<file path="src/rtl/key_event.sv">
// key_event: turns a debounced button level into one-cycle press, release,
// click, long-press and auto-repeat pulses, plus a registered "held" level.
// Every output is registered, so each event appears exactly one clock after
// the input edge that caused it.
module key_event #(
    parameter int LONG_CNT   = 25_000_000,
    parameter int REPEAT_CNT = 5_000_000,
    parameter bit REPEAT_EN  = 1'b1,
    parameter int CNT_W      = 32
) (
    input  logic clk,
    input  logic rst_n,
    input  logic i_in,
    output logic o_press,
    output logic o_release,
    output logic o_click,
    output logic o_long_press,
    output logic o_repeat,
    output logic o_held
);

    typedef enum logic [1:0] {
        IDLE  = 2'd0,
        PRESS = 2'd1,
        HOLD  = 2'd2
    } state_t;

    // Terminal counts; the counter is cleared on reaching them, so it never wraps.
    localparam logic [CNT_W-1:0] LONG_LAST   = CNT_W'(LONG_CNT - 1);
    localparam logic [CNT_W-1:0] REPEAT_LAST = CNT_W'(REPEAT_CNT - 1);
    localparam logic [CNT_W-1:0] CNT_ONE     = CNT_W'(1);

    state_t           r_state;
    logic [CNT_W-1:0] r_cnt;

    state_t           w_stateNext;
    logic [CNT_W-1:0] w_cntNext;
    logic             w_press;
    logic             w_release;
    logic             w_click;
    logic             w_longPress;
    logic             w_repeat;

    // Next-state, counter and event decode; a falling input always wins
    // over a long-press or repeat terminal count on the same edge.
    always_comb begin
        w_stateNext = r_state;
        w_cntNext   = r_cnt;
        w_press     = 1'b0;
        w_release   = 1'b0;
        w_click     = 1'b0;
        w_longPress = 1'b0;
        w_repeat    = 1'b0;

        unique case (r_state)
            IDLE: begin
                if (i_in) begin
                    w_press     = 1'b1;
                    w_cntNext   = '0;
                    w_stateNext = PRESS;
                end
            end

            PRESS: begin
                if (!i_in) begin
                    w_release   = 1'b1;
                    w_click     = 1'b1;
                    w_cntNext   = '0;
                    w_stateNext = IDLE;
                end else if (r_cnt == LONG_LAST) begin
                    w_longPress = 1'b1;
                    w_cntNext   = '0;
                    w_stateNext = HOLD;
                end else begin
                    w_cntNext   = r_cnt + CNT_ONE;
                end
            end

            HOLD: begin
                if (!i_in) begin
                    w_release   = 1'b1;
                    w_cntNext   = '0;
                    w_stateNext = IDLE;
                end else if (r_cnt == REPEAT_LAST) begin
                    w_repeat    = REPEAT_EN;
                    w_cntNext   = '0;
                end else begin
                    w_cntNext   = r_cnt + CNT_ONE;
                end
            end

            default: begin
                w_cntNext   = '0;
                w_stateNext = IDLE;
            end
        endcase
    end

    // State, counter and registered outputs; reset clears everything at once
    // and deliberately produces no release pulse.
    always_ff @(posedge clk or negedge rst_n) begin
        if (!rst_n) begin
            r_state      <= IDLE;
            r_cnt        <= '0;
            o_press      <= 1'b0;
            o_release    <= 1'b0;
            o_click      <= 1'b0;
            o_long_press <= 1'b0;
            o_repeat     <= 1'b0;
            o_held       <= 1'b0;
        end else begin
            r_state      <= w_stateNext;
            r_cnt        <= w_cntNext;
            o_press      <= w_press;
            o_release    <= w_release;
            o_click      <= w_click;
            o_long_press <= w_longPress;
            o_repeat     <= w_repeat;
            o_held       <= (w_stateNext != IDLE);
        end
    end

endmodule

</file>
<file path="config.mk">
export PLATFORM = sky130hd
export DESIGN_NAME = key_event
export DESIGN_NICKNAME = d
export VERILOG_FILES = /design/src/rtl/key_event.sv
export SDC_FILE = /design/constraint.sdc
export NUM_CORES = 1
export LEC_CHECK = 0
export BUFFER_PORTS_ARGS = -buffer_cell sky130_fd_sc_hd__buf_2
export CORE_MARGIN = 3
export CORE_UTILIZATION = 26
export DETAILED_ROUTE_END_ITERATION = 6
export PLACE_DENSITY = 0.45
export SLEW_MARGIN = 15
export SYNTH_ARGS = -nofsm -noshare
export SYNTH_HDL_FRONTEND = slang
export SYNTH_SLANG_ARGS = --single-unit
</file>
<file path="constraint.sdc">
create_clock -name clk -period 2.57 [get_ports clk]
set_clock_uncertainty 0.05 [all_clocks]
set_input_delay 0.514 -clock clk [delete_from_list [all_inputs] [get_ports clk]]
set_output_delay 0.514 -clock clk [all_outputs]
set_load 0.02 [all_outputs]
</file>
[Yosys cells after proc, flatten, opt, wreduce, memory -nomap -nowiden]
Cells that the tools add are included.
Storage, ports and cells
  register bits: 40
  bits of input ports: 3
  logic and storage cells: 39
Operators by class
  add/sub/neg operators: 1
  equal/unequal tests: 5
  muxes and demuxes: 22
  reduce and logical (&&, ||, !) cells: 3
Operators with widths (count)
  32-bit two-way mux: 5
  32-bit case mux with 3 select lines: 1
  32-bit by 1-bit adder with 32-bit output (second input constant): 1
  32-bit by 23-bit == test with 1-bit output (second input constant): 1
  32-bit by 25-bit == test with 1-bit output (second input constant): 1
  1-bit two-way mux: 11
  2-bit two-way mux: 4
  2-bit case mux with 3 select lines: 1
  2-bit by 1-bit == test with 1-bit output (second input constant): 1
  2-bit == test (second input constant): 1
  2-bit zero test: 1
  2-bit != test (second input constant): 1
  2-bit nonzero test: 1
  2-bit OR reduction: 1

[Longest topological paths before layout]
  depth in word-level cells: 5
  gate-level depth with buffers: 7
  depth with buffers taken out: 6

[Least setup slack after synthesis]
No wires, ideal clock.
  path type: register to register
  from: register r_cnt[0]
  to: register r_cnt[24]
  arrival time: 2230 ps
  required time: 2385 ps
  slack: 156 ps
  cell stages (with the launch flop): 8
  period minus slack after synthesis: 2414 ps
  cells stage by stage: dfrtp_1 ha_1 nand3_1 or4_4 o311a_4 buf_4 o211ai_1 o211ai_1
Between the ends
  word-level cells in the longest chain between the ends: 4
  elaborated cells on any way between the ends: 8
  those cells by class: add/sub (1); eq/ne (2); mux (5)
RTL lines
  start: declaration: RTL line 34  | logic [CNT_W-1:0] r_cnt;
  start signal: assignment: RTL line 113  | r_cnt <= w_cntNext;
  32-bit by 1-bit adder with 32-bit output (tied with other cells): RTL line 75, 88
  32-bit two-way mux, on equally long branches: RTL line 84, 70
  32-bit two-way mux, on equally long branches: RTL line 80, 65
  32-bit case mux with 3 select lines (*): RTL line 55  | unique case (r_state)
Every way passes the cells marked *; elsewhere a longest branch is shown, timed or not.
A chain may end at the register's enable or synchronous reset.

[Worst setup path after layout]
  from: register r_cnt[10]
  to: register r_cnt[25]
Same word-level chain as after synthesis.

==> summary.txt <==
Status
  – Status: completed

Synthesis
  – Post-synthesis cell count: 302
  – Yosys warns: 0
  – Count of state elements after synthesis: 40
  – Proportion of synthesized chip area in sequential cells: 38.78%
  – Post-synthesis net count: 310
  – Share of Yosys cell area claimed by the top area cell type: 38.78%
  – Count of flip-flops with a built-in enable after synthesis: 0
  – Primary flip-flop cell chosen by synthesis mapping: dfrtp_1
  – Post-synth ARST share: 100.0%
  – Avg Synthesized Cell Area: 8.547 sq um
  – Area leader, netlist: dfrtp_1
  – Area of the mapped netlist: 2581 sq um
  – Most area-consuming cells after synthesis: dfrtp_1 (39%), nand2_1 (6.4%), o211ai_1 (4.4%)
  – Count of cell types in the netlist: 49

Die
  – Die Y-Extent: 105.6 um
  – Row Count: 35
  – Initial Util: 27.29%
  – DIE WIDTH: 105.6 um
  – Die footprint: 11160 sq um
  – Core Region: 9459 sq um
  – # IOs: 9

Setup path
  – Startpoint type of the worst setup path: flop
  – Worst-case register-to-register setup slack: 80 ps
  – Endpoint required time on the critical path: 2700 ps
  – CP Capture Type: flop
  – Critical-path cell with the highest stage delay: or4b_1
  – Crit path max-delay family: simple AND/OR/NAND/NOR gates
  – Worst Path Arrival: 2620 ps
  – Path type of the worst setup path: flop to flop
  – CP peak stage delay: 510 ps
  – Maximum fanout count along the critical path: 21
  – CP cell instances: or4b_1 > or4_4 > o311a_4 > buf_12 > o221ai_1 > o211ai_1
  – Buffer and inverter count on the worst path: 1

Power and ir drop
  – Combinational group share of total power: 21.0%
  – Leakage power of the design: 1.291 nW
  – Power per cell area: 497.6 nW/um^2
  – Peak VDD IR: 200.5 uV
  – Switching component of the power: 0.4880 mW
  – Switching fraction of total power: 31.40%
  – Internal Pwr Total: 1.066 mW
  – Proportion of power drawn by flip-flops and latches: 43.5%
  – Proportion of power drawn by the clock network: 35.5%

STA
  – Number of setup violations in the final report: 0
  – Final critical delay including setup and external delays: 2487 ps
  – Hold Vio Cnt, Final: 0
  – Post-route fraction of the period consumed by the critical path: 96.77%
  – Highest clock frequency the design can meet: 402.1 MHz
  – Sum of negative setup slack: 0 ps
  – Unrepaired setup endpoints after global routing: false
  – Slew Viols, Final: 0
  – Worst slew margin: 66.19%
  – PnR worst setup slack: 83.13 ps
  – Worst slew pin tran: 503.3 ps

Route
  – Average vias per placed instance: 5.242
  – Drt wl/cell: 16.24 um
  – Initial detailed-routing violation count: 113
  – Routed Wire Length: 7583 um
  – Number of antenna-violating nets in the routed design: 0
  – Drt drc: 0
  – Number of optimization iterations in the first detailed-route pass: 4
  – Via Count: 2448

Flow run
  – Total of max-cap violations: 0

Final layout
  – Count of nets after finishing: 345
  – Antenna Cells: 0
  – Share of final-layout standard cells stronger than drive strength 1: 19.82%
  – Area growth from synthesis to final layout: 20.99%

Hold path
  – Hold WC Path Type: primary input to async pin

Clock tree
  – H-tree depth: 2
  – TritonCTS Buffers: 5
  – Post CTS Setup Buffer Count: 0
  – Hold buffers post-CTS: 0
  – Clock tree root driver cell: clkbuf_8
  – Max Root-Sink Buffers: 2
  – TritonCTS clock tree: yes
  – Clock slew at the register clock pins of the worst setup and hold paths: 100 ps
  – Clock network latency to the later pin of the worst-skew pair: 300 ps
  – Clock Sink Count: 40

Global route
  – Total congestion overflow after global routing: 0
  – Total track usage: 14.21%
  – Antenna violations before repair: 0
  – Maximum number of pins on one net before global-route repair: 25
  – Global-route wire length before repair: 12910 um
  – Vias in the first global route: 2485

Place
  – HPWL after DPL: 5549 um
  – Placement-stage worst setup slack: 8.733 ps
  – Final weighted congestion in routability-driven placement: 0.8261
  – Number of buffers inserted by port buffering: 8
## final timing paths
check                           start  cells past startpoint         end
max                         r_cnt[10]                      6   r_cnt[25]
max in group asynchronous       rst_n                      2   r_cnt[15]
min reg2reg                r_state[1]                      1  r_state[1]
max reg2reg                 r_cnt[10]                      6   r_cnt[25]
min in group clk                 i_in                      2     o_click
min                             rst_n                      1   r_cnt[10]
## metrics by stage
| stage | utilization [%] | hold slack [ps] | power, mW | std cells | instance area (sq um) |
|---|---|---|---|---|---|
| 5_1_grt | 33.02 | 101.6 | 1.631 | 467 | 3123 |
| 3_3_place_gp | 31.46 | 426.7 | 1.008 | 459 | 2975 |
| 2_1_floorplan | - | 168.4 | 0.8892 | 302 | 2581 |
| 3_5_place_dp | 31.46 | 433.4 | 1.011 | 459 | 2975 |
| 6_report | 33.02 | 89.86 | 1.554 | 467 | 3123 |
| 4_1_cts | 32.80 | 95.33 | 1.577 | 467 | 3103 |
## power groups by stage
stage | clock (mW) | sequential [mW] | combinational (mW)
floorplan | 0 | 0.717 | 0.173
global placement | 0 | 0.689 | 0.320
detailed placement | 0 | 0.688 | 0.322
CTS | 0.572 | 0.676 | 0.329
global route | 0.595 | 0.680 | 0.356
finish | 0.552 | 0.676 | 0.326
## sequential cells by signal, indices dropped and copies added (netlist names)
name and cells:
o_long_press 1, o_click 1, r_cnt 32, o_press 1, r_state 2, o_held 1
o_release 1, o_repeat 1
## cells by family (layout without fill, tap and decap cells)
| logic type | count (synthesis) | in the layout | share of synthesized area (%) |
|---|---|---|---|
| AND/OR/NAND/NOR | 140 | 140 | 28.89 |
| buffers and inverters | 33 | 69 | 6.059 |
| AO/OA/AOI/OAI | 84 | 84 | 23.85 |
| adder cells (fa/ha/maj) | 5 | 5 | 2.424 |
| flip-flops | 40 | 40 | 38.78 |
## layout by cell type (no fill, tap or decap), drive strengths merged, types with 2 or more instances in the layout
cell type,synthesis,layout
nand2,44,44
buf,10,44
dfrtp,40,40
o21ai,19,19
inv,17,17
o211ai,15,15
nand3,14,14
nor2,13,13
nor4,12,12
o22ai,11,11
and2,9,9
nor3,8,8
or3,7,7
nand4,6,6
a22oi,6,6
nor2b,6,6
o221ai,6,6
and4,5,5
o21bai,5,5
ha,5,5
clkbuf,6,5
or4,5,5
or2,4,4
o41ai,4,4
a31oi,3,3
o21a,3,3
o311a,2,2
o31a,2,2
clkinv,0,2
nor4b,2,2
o2111ai,2,2
## what timing repair did
item                                    4_1_cts  5_1_grt
pin swaps                                     0        2
resized for setup                             1        6
endpoints found under the setup margin        2       24
## layout make-up
cell class / instances / area, sq um
well taps: 129 / 161.4
multi-input cells: 229 / 1458
flip-flops and latches: 40 / 1001
clock inverters: 3 / 47.55
inverters: 17 / 63.81
fillers: 1003 / 6336
repair buffers: 44 / 322.8
clock buffers: 5 / 68.82
## synthesized netlist by cell type (2+ instances only)
cell       n
buf_2      5
dfrtp_1   40
o21ai_0   18
o41ai_1    4
a22oi_1    6
buf_4      3
clkbuf_1   6
ha_1       5
o31a_1     2
nor2_1    12
nand2_1   44
and2_1     9
o22ai_1   11
buf_6      2
or2_2      4
or3_1      7
inv_1     17
a31oi_1    3
nor4_1    12
nand3_1   14
o21a_1     3
nor3_1     8
or4_1      4
and4_1     5
o221ai_1   5
o21bai_1   5
nor4b_1    2
nor2b_1    6
nand4_1    6
o211ai_1  15
## routing by layer
metal	share of wire, %	GRT usage, %
met5	0	0
met4	0.65	2.683
met3	3.7	2.511
met2	48	23.54
met1	48	19.53
Power figures use the tool's default switching activity.
